===== config.mk =====
export PLATFORM = sky130hd
export DESIGN_NAME = pow_unit
export DESIGN_NICKNAME = d
export VERILOG_FILES = /design/src/rtl/pow_unit.sv
export SDC_FILE = /design/constraint.sdc
export NUM_CORES = 2
export LEC_CHECK = 0
export ABC_CLOCK_PERIOD_IN_PS = 17080
export CAP_MARGIN = 20
export CORE_ASPECT_RATIO = 1.25
export CORE_MARGIN = 8
export CORE_UTILIZATION = 25
export DETAILED_ROUTE_END_ITERATION = 8
export PLACE_DENSITY = 0.41
export SETUP_SLACK_MARGIN = 0.5
export SYNTH_ARGS = -nofsm -noshare
export SYNTH_HDL_FRONTEND = slang
export SYNTH_SLANG_ARGS = --single-unit

===== constraint.sdc =====
create_clock -name clk -period 17.08 [get_ports clk]
set_clock_uncertainty 0.05 [all_clocks]
set_input_delay 1.708 -clock clk [delete_from_list [all_inputs] [get_ports clk]]
set_output_delay 1.708 -clock clk [all_outputs]
set_load 0.01 [all_outputs]

===== src/rtl/pow_unit.sv =====
// pow_unit: elastic integer power node, end_out = x^n mod 2^WIDTH.
// One operand pair in flight at a time. The start and end channels are
// valid/ready, and end_out/end_valid hold stable under backpressure.
// ALGO = 1 uses square-and-multiply (one step per significant bit of n).
// ALGO = 0 uses repeated multiplication (n steps).
// Optional: define POW_OVF_FLAG_EN to add end_ovf. It is high when the true
// x^n does not fit in WIDTH bits.
module pow_unit #(
  parameter int WIDTH   = 32,
  parameter int N_WIDTH = 8,
  parameter int ALGO    = 1
) (
  input  logic               clk,
  input  logic               rst,
  input  logic               start_valid,
  output logic               start_ready,
  input  logic [WIDTH-1:0]   x_din,
  input  logic [N_WIDTH-1:0] n_din,
  output logic [WIDTH-1:0]   end_out,
  output logic               end_valid,
  input  logic               end_ready
`ifdef POW_OVF_FLAG_EN
  ,
  output logic               end_ovf
`endif
);

  localparam logic [1:0] IDLE = 2'd0;
  localparam logic [1:0] RUN  = 2'd1;
  localparam logic [1:0] DONE = 2'd2;

  logic [1:0]         state;
  logic [WIDTH-1:0]   acc;
  logic [WIDTH-1:0]   base;
  // e is the remaining exponent. In linear mode it also serves as the step
  // counter: it counts down to 1 and stops, so n = 2^N_WIDTH-1 never wraps.
  logic [N_WIDTH-1:0] e;

  logic [WIDTH-1:0]   acc_mul;
  logic [WIDTH-1:0]   base_sq;
  logic               step_mul;
  logic               last_step;

`ifdef POW_OVF_FLAG_EN
  logic [2*WIDTH-1:0] acc_full;
  logic [2*WIDTH-1:0] base_full;
  logic               ovf;
  logic               base_ovf;

  // The full-width products expose the bits lost to truncation.
  assign acc_full  = {{WIDTH{1'b0}}, acc}  * {{WIDTH{1'b0}}, base};
  assign base_full = {{WIDTH{1'b0}}, base} * {{WIDTH{1'b0}}, base};
  assign acc_mul   = acc_full[WIDTH-1:0];
  assign base_sq   = base_full[WIDTH-1:0];
`else
  assign acc_mul   = acc * base;
  assign base_sq   = base * base;
`endif

  // Square-and-multiply folds in base only on set exponent bits.
  // The linear mode multiplies on every step.
  assign step_mul  = (ALGO == 1) ? e[0] : 1'b1;
  assign last_step = (ALGO == 1) ? ((e >> 1) == '0) : (e == N_WIDTH'(1));

  assign start_ready = (state == IDLE);

  // Control FSM and datapath. The DONE state first registers the result
  // into end_out for one cycle, then presents it until end_ready accepts it.
  always_ff @(posedge clk) begin
    if (rst) begin
      // NOTE: every register is reset here, so no stale partial result can
      // leak into end_out after a mid-operation reset.
      state     <= IDLE;
      acc       <= '0;
      base      <= '0;
      e         <= '0;
      end_out   <= '0;
      end_valid <= 1'b0;
`ifdef POW_OVF_FLAG_EN
      ovf       <= 1'b0;
      base_ovf  <= 1'b0;
      end_ovf   <= 1'b0;
`endif
    end else begin
      case (state)
        IDLE: begin
          if (start_valid) begin
            acc   <= WIDTH'(1);
            base  <= x_din;
            e     <= n_din;
            state <= (n_din == '0) ? DONE : RUN;
`ifdef POW_OVF_FLAG_EN
            ovf      <= 1'b0;
            base_ovf <= 1'b0;
            end_ovf  <= 1'b0;
`endif
          end
        end
        RUN: begin
          if (step_mul) begin
            acc <= acc_mul;
`ifdef POW_OVF_FLAG_EN
            // If acc is nonzero and base has already overflowed, the true
            // product overflows even when the truncated bits look small.
            if ((acc_full[2*WIDTH-1:WIDTH] != '0) ||
                (base_ovf && (acc != '0)))
              ovf <= 1'b1;
`endif
          end
          if (ALGO == 1) begin
            base <= base_sq;
            e    <= e >> 1;
`ifdef POW_OVF_FLAG_EN
            if (base_full[2*WIDTH-1:WIDTH] != '0)
              base_ovf <= 1'b1;
`endif
          end else begin
            e <= e - N_WIDTH'(1);
          end
          if (last_step)
            state <= DONE;
        end
        DONE: begin
          if (!end_valid) begin
            end_out   <= acc;
            end_valid <= 1'b1;
`ifdef POW_OVF_FLAG_EN
            end_ovf   <= ovf;
`endif
          end else if (end_ready) begin
            end_valid <= 1'b0;
            state     <= IDLE;
          end
        end
        default: state <= IDLE;
      endcase
    end
  end

endmodule


==> metrics.md <==
| Metric | Value |
|---|---|
| Post-CTS Setup Bufs | `0` |
| Max-slew headroom | `31.9%` |
| Root Buffer Master | `clkbuf_16` |
| Clk slew on worst S/H paths | `0.09 ns` |
| # hold bufs at CTS | `0` |
| Critical Path Sink Type | `flop` |
| Dpl cell area | `35,600 um2` |
| Tcrit/Tclk final | `48.3%` |
| Setup TNS Final | `0 ns` |
| Syn Inst Count | `3,650` |
| Sinks on Clock Net | `107` |
| Final instance area | `35,900 um2` |
| Port Buffer Count | `77` |
| Multi-input logic area | `27,200 um2` |
| DRT Pass-1 Iters | `5` |
| Fmax | `0.121 GHz` |
| First-pass GRT wire length | `164,000 um` |
| Post-synth cell types | `58` |
| Asr flop ratio synth | `0%` |
| Post-synth EDFFs | `0` |
| Starting Density | `25.1%` |
| Ys Warns | `0` |
| Via density | `4.33` |
| Layout cell share with drive strength beyond 1 | `2.76%` |
| Main synth FF type | `dfxtp_1` |
| I/O Pins | `78` |
| Register area share after synthesis | `6.48%` |
| Setup CP Type | `reg -> reg` |
| Initial antenna violation count | `3` |
| Drc violations | `0` |
| CTS tree | `built` |
| Crit path cell chain | `buf_4 -> nand2_1 -> xor2_1 -> ha_1 -> a21o_1 -> fa_1 -> inv_1 -> fa_1 -> fa_1 -> inv_1 -> fa_1 -> inv_1 -> fa_1 -> inv_1 -> fa_1 -> fa_1 -> ha_1 -> nand3_1 -> nand2b_1 -> a21oi_1 -> o31a_1 -> o21ai_0 -> mux2i_1 -> o32ai_1` |
| Most common cell in the netlist | `inv_1` |
| Pwr/cell area | `99.6 nW/um2` |
| Most frequent CP cell | `fa_1` |
| Post-CTS sizing | `0` |
| Fillers | `14.4k` |
| Max Root-Sink Buffers | `2` |
| Global placer's final weighted congestion | `0.800` |
| Post-layout nets | `4,651` |
| Vias post-DR | `23.0k` |
| Setup violators final | `0` |
| Worst-Margin Slew | `1.02 ns` |
| Worst EP arrival | `8.47 ns` |
| Top cell type's share of synthesized area | `46.7%` |
| Fin. max-slew vios | `0` |
| Final Critical Period | `8.24 ns` |
| CTS H-tree lvls | `3` |
| P&R area growth vs syn | `8.53%` |
| Cell taking the most area after synthesis | `fa_1` |
| Met3 Usage GRT | `1.41%` |
| Synthesized Nets | `4,721` |
| Mapped cell area | `33,100 um2` |
| Max-cap violations | `0` |
| Final ANT Viol Nets | `0` |
| Top cells by count, synth | `inv_1 (807), fa_1 (772), nand2_1 (475)` |
| GR Layer Usage met1 | `18.9%` |
| # diodes | `0` |
| Unrepaired setup endpoints after global routing | `no` |
| Vias in the first global route | `26.9k` |
| Non-Filler Instances | `5,321` |
| Critical path required time | `17.31 ns` |
| Flip-flop and latch area | `2160 um2` |
| Leak Pwr | `18.0 nW` |
| Die area | `144,000 um2` |
| Gr ovfl total | `0` |
| Main area contributors after synthesis | `fa_1 (47%), ha_1 (9.6%), inv_1 (9.2%)` |
| WL/cell | `19.2 um` |
| Status | `finished, final reports clean` |
| Avg Cell Area, Syn | `9.06 um2` |
| Routed WL | `102,000 um` |
| Die Wd | `341 um` |
| CP Max Fanout | `57` |
| Die Ht | `423 um` |
| Crit path max-delay cell type | `buf_4` |
| Min-delay worst type | `reg -> reg` |
| Largest net degree at the start of global routing | `60` |
| CP peak stage delay | `0.72 ns` |
| Final Hold Viols | `0` |
| Gr busiest metal | `met2` |
| Starting DRC count in detailed routing | `866` |
| CP startpoint kind | `flop` |
| Core Box Area | `132,000 um2` |
| Post-Place Cells | `5,305` |
| Core Rows | `149` |
| Synthesis-stage register bit count | `107` |
| Worst vdd ir | `207 uV` |
| Clk Latency, worst-skew pair | `0.43 ns` |
| DP HPWL | `80,200 um` |
| Total GRT Usage | `14.7%` |
| CTS buffer count | `9` |
| M2 GR Usage | `27.1%` |
[state kept, by name (all words and copies together) (netlist names)]
signal     flops
acc           32
base          32
end_out       32
e              8
state          2
end_valid      1
[critical path: cells and delay by family (launching register included)]
family,cells,cell delay (ns)
compound gates,5,1.15
flops,1,0.32
fa+ha+maj,9,4.24
xor+xnor,1,0.21
mux,1,0.17
buf+inv,5,0.93
simple gates,3,0.97
[placed cells by master (no fill, tap or decap), types with 4 or more instances in the layout]
cell type and n:
inv_1 807, fa_1 772, nand2_1 475, and2_1 446, ha_1 255, a21oi_1 103
xnor2_1 101, nor2_1 89, dfxtp_1 89, clkdlybuf4s50_1 76, buf_4 44, a21o_1 39
xor2_1 37, a311oi_1 28, a22oi_1 18, dfxtp_2 18, o21ai_0 16, nand3_1 16
nor2b_1 12, nor3_1 12, clkbuf_16 9, o21a_1 8, a31o_2 7, a31oi_1 7
nor4_1 7, and3_1 6, a22o_1 6, or2_2 5, nand2b_1 5, o21bai_1 5
mux2i_1 4, or3_1 4, nand4_1 4
[metrics by stage]
stage               total power [mW]  worst slack [ns]  util (%)  hold slack [ns]
detailed placement              3.40              8.67      27.1            0.399
global route                    4.06              8.45      27.3            0.437
CTS                             3.67              8.63      27.3            0.415
floorplan                       2.49              9.76         -            0.395
finish                          3.57              8.84      27.3            0.409
global placement                3.41              8.68      27.1            0.392
[where the power goes]
group	switching, mW	leakage [nW]	total, mW	internal, mW
clock network	0.131	0.139	0.232	0.101
logic	1.83	16.9	3.02	1.19
registers	0.0465	0.878	0.324	0.277
total	2.00	18.0	3.57	1.57
[area by class of cell]
cell class / count / area share [%]
Clock inverter: 6 / 0.132
Sequential cell: 107 / 6.03
Timing Repair Buffer: 120 / 3.04
Tap cell: 1736 / 6.05
Clock buffer: 10 / 0.638
Multi-Input combinational cell: 2535 / 75.7
Inverter: 807 / 8.44
[path summary, 6_finish.rpt]
check	cells after the start	slack, ns	to	startpoint
worst max-delay path	24	8.84	base[30]	base[4]
worst max register to register	24	8.84	base[30]	base[4]
worst min register to register	2	0.41	end_out[27]	end_out[27]
worst min-delay path	2	0.41	end_out[27]	end_out[27]
[logic make-up after synthesis]
kind of cell             after synthesis  share of synthesized area (%)
AO/OA/AOI/OAI                        276                           5.67
XOR/XNOR                             138                           3.65
adder cells (fa/ha/maj)             1027                           56.4
buffers and inverters               1008                           11.5
flip-flops                           107                           6.48
multiplexers                           4                          0.121
AND/OR/NAND/NOR                     1090                           16.2
[layer usage]
metal,share of wire (%),routed length (um)
met1,44,45500
met2,52,53100
met3,2.3,2400
met4,1.3,1330
met5,0,0
(Power assumes the default switching activity.)
